## config.mk

```make
export PLATFORM = sky130hd
export DESIGN_NAME = mvau_decoupled
export DESIGN_NICKNAME = d
export VERILOG_FILES = /design/src/rtl/mvau_decoupled.sv
export SDC_FILE = /design/constraint.sdc
export NUM_CORES = 1
export LEC_CHECK = 0
export ABC_AREA = 0
export CELL_PAD_IN_SITES_DETAIL_PLACEMENT = 1
export CELL_PAD_IN_SITES_GLOBAL_PLACEMENT = 1
export CORE_UTILIZATION = 47
export CTS_CLUSTER_DIAMETER = 50
export CTS_CLUSTER_SIZE = 40
export DETAILED_ROUTE_END_ITERATION = 10
export GPL_ROUTABILITY_DRIVEN = 0
export PLACE_DENSITY = 0.89
export RECOVER_POWER = 50
export SLEW_MARGIN = 5
export SYNTH_ARGS = -nofsm -noshare
export SYNTH_HDL_FRONTEND = slang
export SYNTH_SLANG_ARGS = --single-unit
```

## constraint.sdc

```tcl
create_clock -name clk -period 7.8 [get_ports clk]
set_clock_uncertainty 0.05 [all_clocks]
set_input_delay 0.78 -clock clk [delete_from_list [all_inputs] [get_ports clk]]
set_output_delay 0.78 -clock clk [all_outputs]
set_load 0.005 [all_outputs]
```

## src/rtl/mvau_decoupled.sv

```systemverilog
// Matrix-vector unit with a separate weight stream and an internal activation buffer.
// The first row tile consumes live activations and stores them; later row tiles replay them.
module mvau_decoupled #(
    parameter int SIMD       = 2,
    parameter int PE         = 2,
    parameter int MatrixW    = 4,
    parameter int MatrixH    = 4,
    parameter int TSrcI      = 4,
    parameter int TW         = 4,
    parameter int TDstI      = 16,
    parameter bit SIGNED_ACT = 1'b1,
    parameter bit SIGNED_WGT = 1'b1,
    parameter int MODE       = 0
) (
    input  logic                    clk,
    input  logic                    rst_n,
    input  logic [SIMD*TSrcI-1:0]   in,
    input  logic                    in_v,
    output logic                    in_rdy,
    input  logic [PE*SIMD*TW-1:0]   wgt,
    input  logic                    wgt_v,
    output logic                    wgt_rdy,
    output logic [PE*TDstI-1:0]     out,
    output logic                    out_v,
    input  logic                    out_rdy,
    output logic                    out_last
);

    localparam int SF  = MatrixW / SIMD;
    localparam int NF  = MatrixH / PE;
    localparam int SFW = (SF > 1) ? $clog2(SF) : 1;
    localparam int NFW = (NF > 1) ? $clog2(NF) : 1;
    localparam logic [SFW-1:0] SF_LAST = SFW'(SF - 1);
    localparam logic [NFW-1:0] NF_LAST = NFW'(NF - 1);

    typedef enum logic [0:0] {
        FILL   = 1'b0,
        REPLAY = 1'b1
    } state_t;

    state_t                  state_q, state_d;
    logic [SFW-1:0]          sf_cnt_q, sf_cnt_d;
    logic [NFW-1:0]          nf_cnt_q, nf_cnt_d;
    logic [PE*TDstI-1:0]     acc_q, acc_d;
    logic [PE*TDstI-1:0]     out_q, out_d;
    logic                    out_v_q, out_v_d;
    logic                    out_last_q, out_last_d;

    // Depth rounded up to a power of two so the counter always indexes in range.
    logic [SIMD*TSrcI-1:0]   act_buf [2**SFW];

    logic [SIMD*TSrcI-1:0]   act_s;
    logic                    stall_s;
    logic                    fire_s;
    logic [PE*TDstI-1:0]     sum_s;
    logic [PE*TDstI-1:0]     acc_next_s;

    function automatic logic [TDstI-1:0] lane_term(input logic [TSrcI-1:0] a,
                                                   input logic [TW-1:0]    w);
        logic [TDstI-1:0] a_ext;
        logic [TDstI-1:0] w_ext;
        logic             match;
        if (SIGNED_ACT) a_ext = TDstI'($signed(a));
        else            a_ext = TDstI'(a);
        if (SIGNED_WGT) w_ext = TDstI'($signed(w));
        else            w_ext = TDstI'(w);
        match = ~(a[0] ^ w[0]);
        if (MODE == 1) lane_term = TDstI'(match);
        else           lane_term = a_ext * w_ext;
    endfunction

    // Handshake steering: live activations in FILL, buffered ones in REPLAY.
    always_comb begin
        in_rdy  = 1'b0;
        wgt_rdy = 1'b0;
        fire_s  = 1'b0;
        act_s   = in;
        stall_s = out_v_q & ~out_rdy & (sf_cnt_q == SF_LAST);
        case (state_q)
            FILL: begin
                in_rdy  = wgt_v & ~stall_s;
                wgt_rdy = in_v & ~stall_s;
                fire_s  = in_v & wgt_v & ~stall_s;
                act_s   = in;
            end
            REPLAY: begin
                in_rdy  = 1'b0;
                wgt_rdy = ~stall_s;
                fire_s  = wgt_v & ~stall_s;
                act_s   = act_buf[sf_cnt_q];
            end
            default: begin
                in_rdy  = 1'b0;
                wgt_rdy = 1'b0;
                fire_s  = 1'b0;
                act_s   = in;
            end
        endcase
    end

    // Per-PE dot product of this beat, and the accumulator value it produces.
    always_comb begin
        sum_s      = {(PE*TDstI){1'b0}};
        acc_next_s = {(PE*TDstI){1'b0}};
        for (int p = 0; p < PE; p++) begin
            for (int s = 0; s < SIMD; s++) begin
                sum_s[p*TDstI +: TDstI] = sum_s[p*TDstI +: TDstI]
                    + lane_term(act_s[s*TSrcI +: TSrcI], wgt[(p*SIMD+s)*TW +: TW]);
            end
            if (sf_cnt_q == {SFW{1'b0}}) acc_next_s[p*TDstI +: TDstI] = sum_s[p*TDstI +: TDstI];
            else acc_next_s[p*TDstI +: TDstI] = acc_q[p*TDstI +: TDstI] + sum_s[p*TDstI +: TDstI];
        end
    end

    // Counter sequencing, accumulator update and output register load/drain.
    always_comb begin
        state_d    = state_q;
        sf_cnt_d   = sf_cnt_q;
        nf_cnt_d   = nf_cnt_q;
        acc_d      = acc_q;
        out_d      = out_q;
        out_v_d    = out_v_q;
        out_last_d = out_last_q;
        if (out_v_q & out_rdy) begin
            out_v_d    = 1'b0;
            out_last_d = 1'b0;
        end else begin
            out_v_d    = out_v_q;
            out_last_d = out_last_q;
        end
        if (fire_s) begin
            acc_d = acc_next_s;
            if (sf_cnt_q == SF_LAST) begin
                sf_cnt_d   = {SFW{1'b0}};
                out_d      = acc_next_s;
                out_v_d    = 1'b1;
                out_last_d = (nf_cnt_q == NF_LAST);
                if (nf_cnt_q == NF_LAST) begin
                    nf_cnt_d = {NFW{1'b0}};
                    state_d  = FILL;
                end else begin
                    nf_cnt_d = nf_cnt_q + 1'b1;
                    state_d  = REPLAY;
                end
            end else begin
                sf_cnt_d = sf_cnt_q + 1'b1;
            end
        end else begin
            acc_d = acc_q;
        end
    end

    // State and datapath registers.
    always_ff @(posedge clk or negedge rst_n) begin
        if (!rst_n) begin
            state_q    <= FILL;
            sf_cnt_q   <= {SFW{1'b0}};
            nf_cnt_q   <= {NFW{1'b0}};
            acc_q      <= {(PE*TDstI){1'b0}};
            out_q      <= {(PE*TDstI){1'b0}};
            out_v_q    <= 1'b0;
            out_last_q <= 1'b0;
        end else begin
            state_q    <= state_d;
            sf_cnt_q   <= sf_cnt_d;
            nf_cnt_q   <= nf_cnt_d;
            acc_q      <= acc_d;
            out_q      <= out_d;
            out_v_q    <= out_v_d;
            out_last_q <= out_last_d;
        end
    end

    // Activation buffer is written on FILL beats only and never reset.
    always_ff @(posedge clk) begin
        if ((state_q == FILL) && fire_s) begin
            act_buf[sf_cnt_q] <= in;
        end
    end

    assign out      = out_q;
    assign out_v    = out_v_q;
    assign out_last = out_last_q;

endmodule

```

# Word level (Yosys, flattened, before mapping)
# Memory sizes are Yosys's and may differ from the RTL's.
# Cells that the tools add are included.
# totals
mem_bits_ro	0
latchBits	0
word_cells	47
output_inout_bits	36
input_bits	29
reg_bits	69
ramBits	16
memories	1
# classes
n_div	0
order_cmp	0
multipliers	4
mux	17
bitwise	10
n_eq_ne	0
reduce_logical	2
addsub	6
shift	0
# memory_table
name	words	width	rd	rd_clocked_by_memory_dff	write_ports	line_no	rtl
act_buf	2	8	1	0	1	50	logic [SIMD*TSrcI-1:0] act_buf [2**SFW];
# ops
op	count
16-bit adder	2
4-bit by 4-bit multiplier with 8-bit output	4
16-bit two-way mux	2
8-bit by 8-bit adder with 9-bit output	2
8-bit case mux with 2 select lines	1
1-bit two-way mux	11
1-bit AND	7
1-bit case mux with 2 select lines	3
1-bit inverter	3
1-bit adder (second input constant)	2
2-bit AND reduction	1
1-bit logical AND	1

# Logic depth before layout (Yosys ltp)
# Gate-level depths: netlist of run 1.
# depth
depth_word	9
ltp_mapped	28
mapped_depth_nobuf	27

# Worst setup path after synthesis of run 1
# OpenSTA, ideal clock, no wires.
# synth_timing
kind	reg2reg
startpoint	reg sf_cnt_q
endpoint	reg out_q[15], in the netlist out[15]
period_less_slack_ns	6.653
n_path_buf	1
path_slack_ns	1.147
required_ns	7.625
path_stages_with_launch	27
setup_time_ns	0.125
arrival_ns	6.478
path_cell_list	dfrtp_1 -> buf_2 -> mux2i_1 -> nand2_1 -> o21ai_1 -> nand2b_1 -> inv_1 -> fa_1 -> fa_1 -> fa_1 -> inv_1 -> fa_1 -> inv_1 -> ha_1 -> o21a_1 -> o21a_1 -> o22ai_1 -> xnor2_1 -> inv_1 -> ha_1 -> nand2_1 -> a211oi_1 -> a21oi_1 -> o21ai_1 -> mux2i_1 -> xnor2_1 -> mux2_2
# synth_via
elab_chain_len	6
word_cells_on_any_way	13
cone_classes	add/sub: 2; mul: 2; mux: 3; bitwise: 4; reduce/logical: 1; memory: 1
# synth_lines
element	line_no	rtl
start: declaration	42	logic [SFW-1:0] sf_cnt_q, sf_cnt_d;
start signal: assignment	157	sf_cnt_q <= {SFW{1'b0}};
start signal: assignment	165	sf_cnt_q <= sf_cnt_d;
memory 2 x 8 bit	-	
8-bit case mux with 2 select lines	79	case (state_q)
4-bit by 4-bit multiplier with 8-bit output	69	else lane_term = a_ext * w_ext;
8-bit by 8-bit adder with 9-bit output	108	+ lane_term(act_s[s*TSrcI +: TSrcI], wgt[(p*SIMD+s)*TW +: TW]);
16-bit adder	111	else acc_next_s[p*TDstI +: TDstI] = acc_q[p*TDstI +: TDstI] + sum_s[p*TDstI +: TDstI];
16-bit two-way mux	110	if (sf_cnt_q == {SFW{1'b0}}) acc_next_s[p*TDstI +: TDstI] = sum_s[p*TDstI +: TDstI];
end signal: assignment	160	out_q <= {(PE*TDstI){1'b0}};
end signal: assignment	168	out_q <= out_d;
end: declaration	45	logic [PE*TDstI-1:0] out_q, out_d;
# Several ways; a longest one is shown, not always the timed one.
# A chain may end at the register's enable or synchronous reset.

# Worst setup path after layout of run 1
# layout_timing
startpoint	in in[7]
endpoint	reg acc_q[31]
# layout_via
elab_chain_len	5
# layout_lines
element	line_no	rtl
start: declaration	17	input logic [SIMD*TSrcI-1:0] in,
8-bit case mux with 2 select lines *	79	
4-bit by 4-bit multiplier with 8-bit output *	69	
8-bit by 8-bit adder with 9-bit output *	108	
16-bit adder	111	
16-bit two-way mux *	110	
end signal: assignment	159	acc_q <= {(PE*TDstI){1'b0}};
end: declaration	44	logic [PE*TDstI-1:0] acc_q, acc_d;
# Every way passes the cells marked *; elsewhere a longest branch is shown, timed or not.

==> impl_metrics.json, run 1 <==
{
  "cts_resized": 0,
  "cap_violations": 1,
  "cts_buffer_depth": 2,
  "cts-root-buf": "clkbuf_16",
  "worstPathMaxFanout": 8,
  "synth_compound_area_share_pct": 13.52,
  "vias_per_cell": 5.490,
  "synth_most_common_cell": "inv_1",
  "wl_per_cell_um": 18.98,
  "cts_buffers": 9,
  "synth_top_family_by_area": "adder cells",
  "startpoint_type": "input pin",
  "path_class": "in -> reg",
  "first_pass_iters": 4,
  "synthMuxAreaShare_pct": 3.142,
  "synthXorXnorAreaFrac_pct": 6.362,
  "finalSetupTns_ns": 0,
  "post-route-period-util_pct": 94.25,
  "ys_ff_latch": 84,
  "port_buffers": 64,
  "dp_slack_ns": 0.1745,
  "synth-edff-count": 16,
  "syn_area_um2": 7965,
  "placed_area_um2": 8964,
  "fin_ws_ns": 0.4484,
  "die-height_um": 132.2,
  "routed_wl_um": 21780,
  "grt_pass1_wl_um": 35890,
  "die_area_um2": 17470,
  "ys_top_cells_by_area": "dfrtp_1 (21%), fa_1 (16%), ha_1 (12%), edfxtp_1 (6.0%), inv_1 (5.1%)",
  "reg2reg_setup_slack_ns": 0.58,
  "yosys_warnings": 0,
  "die_w_um": 132.2,
  "postCtsHoldBufs": 0,
  "detail-route-antenna-nets": 0,
  "hold_class": "reg -> reg",
  "synth_top_area_share_pct": 21.36,
  "syn2layout_area_growth_pct": 16.26,
  "route.detailed.drc": 0,
  "setup.worst_path.end_class": "register",
  "maxSlewViolCount": 69,
  "cts.sink_count": 84,
  "antenna_found_initial": 0,
  "dp_hpwl_um": 17100,
  "initial_core_util_pct": 48.03,
  "cpMaxStageDelayCell": "dlygate4sd3_1",
  "rsz0062_at_grt": "no",
  "grt_use_total_pct": 26.30,
  "overflow": 0,
  "grt_max_degree": 69,
  "htreeDepth": 3,
  "drive_above_1_share_pct": 6.358,
  "avgSynthCellArea_um2": 9.404,
  "final_area_um2": 9260,
  "synth_common_cells": "inv_1 (108), nand2_1 (104), ha_1 (78)",
  "synth_cells": 847,
  "coreArea_um2": 16580,
  "period_needed_ns": 7.352,
  "outcome": "finished with violations",
  "cp_data_arrival_time_ns": 7.55,
  "whs_ns": 0.4167,
  "cts_tree": "built",
  "cp.required_ns": 8.00,
  "synth_flop_cell": "dfrtp_1",
  "setup_violations": 0,
  "synthSimpleGateAreaFrac_pct": 15.03,
  "clock.fmax_mhz": 136.0,
  "cts_setup_buffers": 0,
  "relSlewSlack_pct": -148.4,
  "clk_pin_slew_ns": 0.07,
  "violations": "capacitance limit, slew limit",
  "clk_latency_ns": 0.35,
  "hold_viol_final": 0,
  "vias": 6302,
  "ys_seq_area_share_pct": 27.40,
  "synth-async-reset-ratio_pct": 80.95,
  "synth.distinct_cells": 62,
  "grt_pass1_vias": 7079,
  "synthAdderAreaFrac_pct": 28.34,
  "crit_top_cell": "inv_1",
  "detail_route.iter0.violations": 259,
  "design.final.nets": 1094,
  "tightest_slew_ns": 3.727,
  "crit_path_max_incr_delay_ns": 0.58,
  "synth_nets": 1018,
  "io_pins": 65,
  "antennaDiodeCount": 0,
  "synth_area_leader_cell": "dfrtp_1",
  "num_rows": 47
}
## stage by stage
stage,cells,util [%]
after floorplan,847,-
after global placement,1132,54.05
after detailed placement,1132,54.05
after CTS,1148,55.86
after global routing,1148,55.84
final,1148,55.84
## routing by layer
metal | vias up | part of all wire [%] | wire (µm) | track usage, %
li1 | 2961 | - | - | -
met1 | 3157 | 41 | 8844 | 29.50
met2 | 130 | 54 | 11690 | 50.29
met3 | 54 | 2.5 | 538 | 3.537
met4 | 0 | 3.3 | 711 | 9.834
met5 | - | 0 | 0 | 0
## critical path, delay by kind of cell
kind | cells | cell delay (ns)
adders and majority gates | 6 | 2.72
and+or+nand+nor | 4 | 1.02
buffers and inverters | 7 | 1.20
AOI/OAI and AO/OA | 7 | 1.48
xor gates and xnor gates | 1 | 0.24
muxes | 1 | 0.11
## path summary, 6_finish.rpt
path | from | depth (start not counted) | to
worst min-delay path | out[26] | 2 | out[26]
worst max register to register | sf_cnt_q | 27 | acc_q[31]
worst min register to register | out[26] | 2 | out[26]
worst max-delay path | in[7] | 26 | acc_q[31]
min in group asynchronous | rst_n | 1 | out[30]
max in group asynchronous | rst_n | 1 | sf_cnt_q
## cell type report
cell class	instances	area (µm²)
multi-input combinational	633	5289
fill	1896	7323
timing repair buffer	87	807.0
clock buffer	10	229.0
clock inverter	6	71.32
inverter	108	405.4
tap	220	275.3
sequential	84	2183
## sequential cells by signal (all words and copies together), names as in the netlist
name,count
acc_q,32
out,32
act_buf,16
out_last,1
out_v,1
sf_cnt_q,1
state_q,1
## cell usage in the layout (no fill, tap or decap), types with 4 or more instances in the layout
cell type        count
nor2_1              42
o21ai_1             16
xor2_1              17
fa_1                64
a211o_1              4
buf_4               23
clkbuf_16            9
and2_1               9
edfxtp_1            16
dlygate4sd3_1       25
inv_1              108
nor3_1               4
mux2_2               5
a211oi_1             4
dfrtp_1             67
nand3_1              9
o21ai_0             31
o211ai_1             4
xnor2_1             39
a221o_1              5
ha_1                78
o21a_1              10
and3_1               4
clkdlybuf4s50_1     38
nor2b_1             41
o22ai_1              4
o31ai_1              6
nand2b_1            19
mux2i_1             16
nand2_1            104
a21o_1              15
a21oi_1             37
## cell families after synthesis
logic type               Yosys count
multiplexers                      24
XOR/XNOR                          57
flip-flops                        84
adder cells (fa/ha/maj)          142
buffers and inverters            130
AND/OR/NAND/NOR                  249
AO/OA/AOI/OAI                    161
Power of run 1 is left out: the tool's default activity adds up to more than one toggle a clock period on the data nets, which glitch-free logic cannot reach.
==> inputs of run 2 (changes only) <==
--- a/config.mk
+++ b/config.mk
@@ -6,14 +6,13 @@
 export NUM_CORES = 1
 export LEC_CHECK = 0
 export ABC_AREA = 0
-export CELL_PAD_IN_SITES_DETAIL_PLACEMENT = 1
-export CELL_PAD_IN_SITES_GLOBAL_PLACEMENT = 1
-export CORE_UTILIZATION = 47
+export CORE_UTILIZATION = 60
 export CTS_CLUSTER_DIAMETER = 50
 export CTS_CLUSTER_SIZE = 40
 export DETAILED_ROUTE_END_ITERATION = 10
 export GPL_ROUTABILITY_DRIVEN = 0
-export PLACE_DENSITY = 0.89
+export GPL_TIMING_DRIVEN = 0
+export PLACE_DENSITY = 0.88
 export RECOVER_POWER = 50
 export SLEW_MARGIN = 5
 export SYNTH_ARGS = -nofsm -noshare
==> impl_metrics.json, run 2 (synthesized netlist as in run 1, its figures left out) <==
{
  "most-common-layout-cells": "inv_1 (107), nand2_1 (104), ha_1 (78)",
  "crit_path_start": "in[5]",
  "setup_violations": 0,
  "dp_hpwl_um": 13660,
  "whs_ns": 0.4195,
  "die_area_um2": 13740,
  "syn2layout_area_growth_pct": 14.28,
  "grt_max_degree": 69,
  "cts-root-buf": "clkbuf_16",
  "grt_use_total_pct": 27.44,
  "io_pins": 65,
  "cpMaxStageDelayCell": "dlygate4sd3_1",
  "antennaDiodeCount": 0,
  "design.final.nets": 1092,
  "maxSlewViolCount": 69,
  "htreeDepth": 3,
  "use_met2_pct": 48.98,
  "hold_start": "out[0]",
  "routed_wl_um": 17020,
  "initial_core_util_pct": 62.36,
  "crit_top_cell": "fa_1",
  "port_buffers": 64,
  "drive_above_1_share_pct": 4.968,
  "startpoint_type": "input pin",
  "multiInputGateArea_um2": 5306,
  "route.detailed.drc": 0,
  "clk_pin_slew_ns": 0.06,
  "coreArea_um2": 12770,
  "wl_per_cell_um": 15.50,
  "cts_buffers": 9,
  "detail-route-antenna-nets": 0,
  "final_common_cell": "inv_1",
  "tightest_slew_ns": 3.542,
  "seq_area_um2": 2182,
  "cts_buffer_depth": 2,
  "met1_usage_pct": 33.88,
  "cts_setup_buffers": 0,
  "period_needed_ns": 7.399,
  "hold_viol_final": 0,
  "r2r_start": "sf_cnt_q",
  "finalSetupTns_ns": 0,
  "postCtsHoldBufs": 0,
  "die-height_um": 117.2,
  "vias": 6084,
  "cts.sink_count": 84,
  "outcome": "finished with violations",
  "fillCellCount": 946,
  "crit_path_max_incr_delay_ns": 0.57,
  "relSlewSlack_pct": -136.2,
  "path_cells": "dlygate4sd3_1 > o21ai_1 > nand2b_1 > fa_1 > fa_1 > inv_1 > fa_1 > fa_1 > ha_1 > o211ai_1 > a21boi_1 > o22ai_1 > xnor2_2 > inv_2 > ha_1 > nand2_1 > a211oi_1 > a21oi_1 > o21ai_1 > mux2i_1 > xnor2_1 > mux2_2",
  "die_w_um": 117.2,
  "grt.met3_usage_pct": 3.965,
  "hold_class": "reg -> reg",
  "cap_violations": 1,
  "clock.fmax_mhz": 135.2,
  "vias_per_cell": 5.541,
  "overflow": 0,
  "post-route-util_pct": 71.26,
  "worstPathMaxFanout": 9,
  "cp_data_arrival_time_ns": 7.58,
  "setup.worst_path.end_class": "register",
  "grt-busiest-layer": "met2",
  "violations": "capacitance limit, slew limit",
  "post-route-period-util_pct": 94.86,
  "grt_pass1_wl_um": 28520,
  "path_class": "in -> reg",
  "cp.required_ns": 7.98,
  "detail_route.iter0.violations": 426,
  "grt_pass1_vias": 6043,
  "cts_tree": "built",
  "clk_latency_ns": 0.35,
  "rsz0062_at_grt": "no",
  "antenna_found_initial": 0,
  "first_pass_iters": 5,
  "num_rows": 41
}
[run 2: cell count changes in the layout (fill, tap and decap cells not counted), sizes merged, moves of 3 or more]
cell	delta
dlygate4sd3	-3
clkdlybuf4s50	+3
buf	-17
clkbuf	+16
[run 2: repair_timing]
action,4_1_cts,5_1_grt
pin swaps,0,0
resized for setup,5,6
setup endpoints to repair,3,11
[run 2: layout make-up]
| type | instances | share of cell area (%) |
|---|---|---|
| buffer | 21 | 0.9485 |
| clock buffer | 11 | 2.598 |
| clock inverter | 5 | 0.3986 |
| inverter | 108 | 4.454 |
| multi-input combinational | 633 | 58.30 |
| sequential | 84 | 23.97 |
| tap | 172 | 2.364 |
| timing repair buffer | 64 | 6.969 |
[run 2: metal layers]
metal | share of wire, % | vias up
met1 | 43 | 2923
met5 | 0 | -
met4 | 2.4 | 0
met3 | 4.0 | 33
met2 | 50 | 162
li1 | - | 2966
[run 2: worst paths after layout]
path / end / slack (ns) / depth (start not counted)
worst max-delay path: out[15] / 0.40 / 22
worst min-delay path: out[0] / 0.42 / 2
worst max register to register: out[15] / 0.50 / 26
worst min register to register: out[0] / 0.42 / 2
max in group asynchronous: acc_q[12] / 4.12 / 1
min in group asynchronous: out[0] / 1.59 / 1
[run 2: stage by stage]
step / instance area (µm²) / std cells / worst slack [ns]
2_1_floorplan: 7965 / 847 / 1.147
3_3_place_gp: 8821 / 1083 / -0.4941
3_5_place_dp: 8818 / 1083 / -0.5886
4_1_cts: 9099 / 1099 / 0.1783
5_1_grt: 9102 / 1098 / 0.08122
6_report: 9102 / 1098 / 0.4008
[run 2: critical path, delay by kind of cell]
kind | cells | cell delay (ns)
adders and majority gates | 6 | 2.81
AOI/OAI and AO/OA | 7 | 1.78
buffers and inverters | 3 | 0.81
muxes | 2 | 0.54
xor gates and xnor gates | 2 | 0.53
and+or+nand+nor | 2 | 0.31
Power of run 2 is left out for the same reason.
==> inputs of run 3 (changes only) <==
--- a/config.mk
+++ b/config.mk
@@ -5,7 +5,6 @@
 export SDC_FILE = /design/constraint.sdc
 export NUM_CORES = 1
 export LEC_CHECK = 0
-export ABC_AREA = 0
 export CORE_UTILIZATION = 60
 export CTS_CLUSTER_DIAMETER = 50
 export CTS_CLUSTER_SIZE = 40
==> constraint.sdc (replaced) <==
create_clock -name clk -period 7 [get_ports clk]
set_clock_uncertainty 0.05 [all_clocks]
set_input_delay 0.7 -clock clk [delete_from_list [all_inputs] [get_ports clk]]
set_output_delay 0.7 -clock clk [all_outputs]
set_load 0.005 [all_outputs]
==> impl_metrics.json, run 3 (synthesized netlist as in run 1, its figures left out) <==
{
  "maxSlewViolCount": 69,
  "num_rows": 41,
  "tightest_slew_ns": 3.600,
  "cp.required_ns": 7.18,
  "first_pass_iters": 5,
  "design.final.nets": 1108,
  "cts_buffer_depth": 2,
  "clk_pin_slew_ns": 0.06,
  "initial_core_util_pct": 62.36,
  "relSlewSlack_pct": -140.0,
  "dp_hpwl_um": 13660,
  "period_needed_ns": 6.772,
  "port_buffers": 64,
  "io_pins": 65,
  "detail_route.iter0.violations": 343,
  "clk_latency_ns": 0.35,
  "coreArea_um2": 12770,
  "startpoint_type": "input pin",
  "grt_max_degree": 69,
  "cts-root-buf": "clkbuf_16",
  "hold_class": "reg -> reg",
  "die_area_um2": 13740,
  "htreeDepth": 3,
  "grt_pass1_vias": 6075,
  "rr_worst_depth": 24,
  "post-route-util_pct": 73.37,
  "dp_slack_ns": -1.309,
  "antennaDiodeCount": 0,
  "setup.worst_path.end_class": "register",
  "antenna_found_initial": 0,
  "clock.fmax_mhz": 147.7,
  "cp_data_arrival_time_ns": 6.95,
  "worstPathMaxFanout": 9,
  "fin_ws_ns": 0.2282,
  "cap_violations": 1,
  "detail-route-antenna-nets": 0,
  "die-height_um": 117.2,
  "grt_pass1_wl_um": 28680,
  "whs_ns": 0.4194,
  "cts.sink_count": 84,
  "die_w_um": 117.2,
  "hold_viol_final": 0,
  "cts_buffers": 9,
  "post-route-period-util_pct": 96.74,
  "route.detailed.drc": 0,
  "vias_per_cell": 5.565,
  "vias": 6199,
  "outcome": "finished with violations",
  "drive_above_1_share_pct": 9.023,
  "violations": "capacitance limit, slew limit",
  "grt_use_total_pct": 27.59,
  "most-common-layout-cells": "inv_1 (105), nand2_1 (104), ha_1 (76)",
  "hold_depth": 2,
  "wl_per_cell_um": 15.84,
  "setup_violations": 0,
  "path_class": "in -> reg",
  "routed_wl_um": 17650,
  "cts_tree": "built",
  "stdcell_count": 1114,
  "syn2layout_area_growth_pct": 17.66,
  "overflow": 0,
  "numPlacedInstances": 1083,
  "final_common_cell": "inv_1"
}
run 3: per-layer routing:
layer / wire, µm / track usage (%)
met5: 0 / 0
met4: 409 / 9.705
met3: 763 / 4.325
met1: 7526 / 33.88
met2: 8946 / 49.18
run 3: metrics by stage:
step                area (µm²)  setup TNS, ns
floorplan                 7965              0
global placement          8821         -20.08
detailed placement        8818         -23.50
CTS                       9154              0
global route              9371       -0.02608
finish                    9371              0
run 3: critical path, stage by stage:
cell	delay (ns)
clkdlybuf4s50_1	0.46
o21ai_2	0.36
nand2_1	0.14
fa_1	0.52
fa_1	0.54
inv_1	0.05
fa_1	0.51
fa_1	0.50
ha_1	0.38
o211ai_1	0.14
a21boi_1	0.30
o22ai_2	0.14
xnor2_2	0.27
inv_2	0.16
ha_2	0.42
nand2_1	0.09
a211oi_2	0.25
a21oi_1	0.15
o21ai_1	0.24
mux2i_1	0.25
xnor2_1	0.10
mux2_2	0.27
run 3: path summary, 6_finish.rpt:
kind | slack [ns] | endpoint | start
setup / recovery | 0.23 | out[15] | in[4]
hold / removal | 0.42 | out[0] | out[0]
min in group asynchronous | 1.53 | out[0] | rst_n
setup reg to reg | 0.27 | out[15] | sf_cnt_q
max in group asynchronous | 3.07 | state_q | rst_n
hold reg to reg | 0.42 | out[0] | out[0]
run 3: cell type report:
class | instances | area [µm²]
clock inverter | 5 | 36.28
clock buffer | 11 | 236.5
tap | 172 | 215.2
fill | 887 | 3402
inverter | 108 | 405.4
multi-input combinational | 633 | 5436
buffer | 21 | 97.59
timing repair buffer | 80 | 759.5
sequential | 84 | 2185
run 3: repair_timing:
| action | in CTS | in global routing |
|---|---|---|
| gates resized for setup | 20 | 29 |
| buffers inserted | 2 | 14 |
| pin swaps | 2 | 8 |
| endpoints found under the setup margin | 29 | 24 |
| hold buffers | 0 | 0 |
Power of run 3 is left out for the same reason.
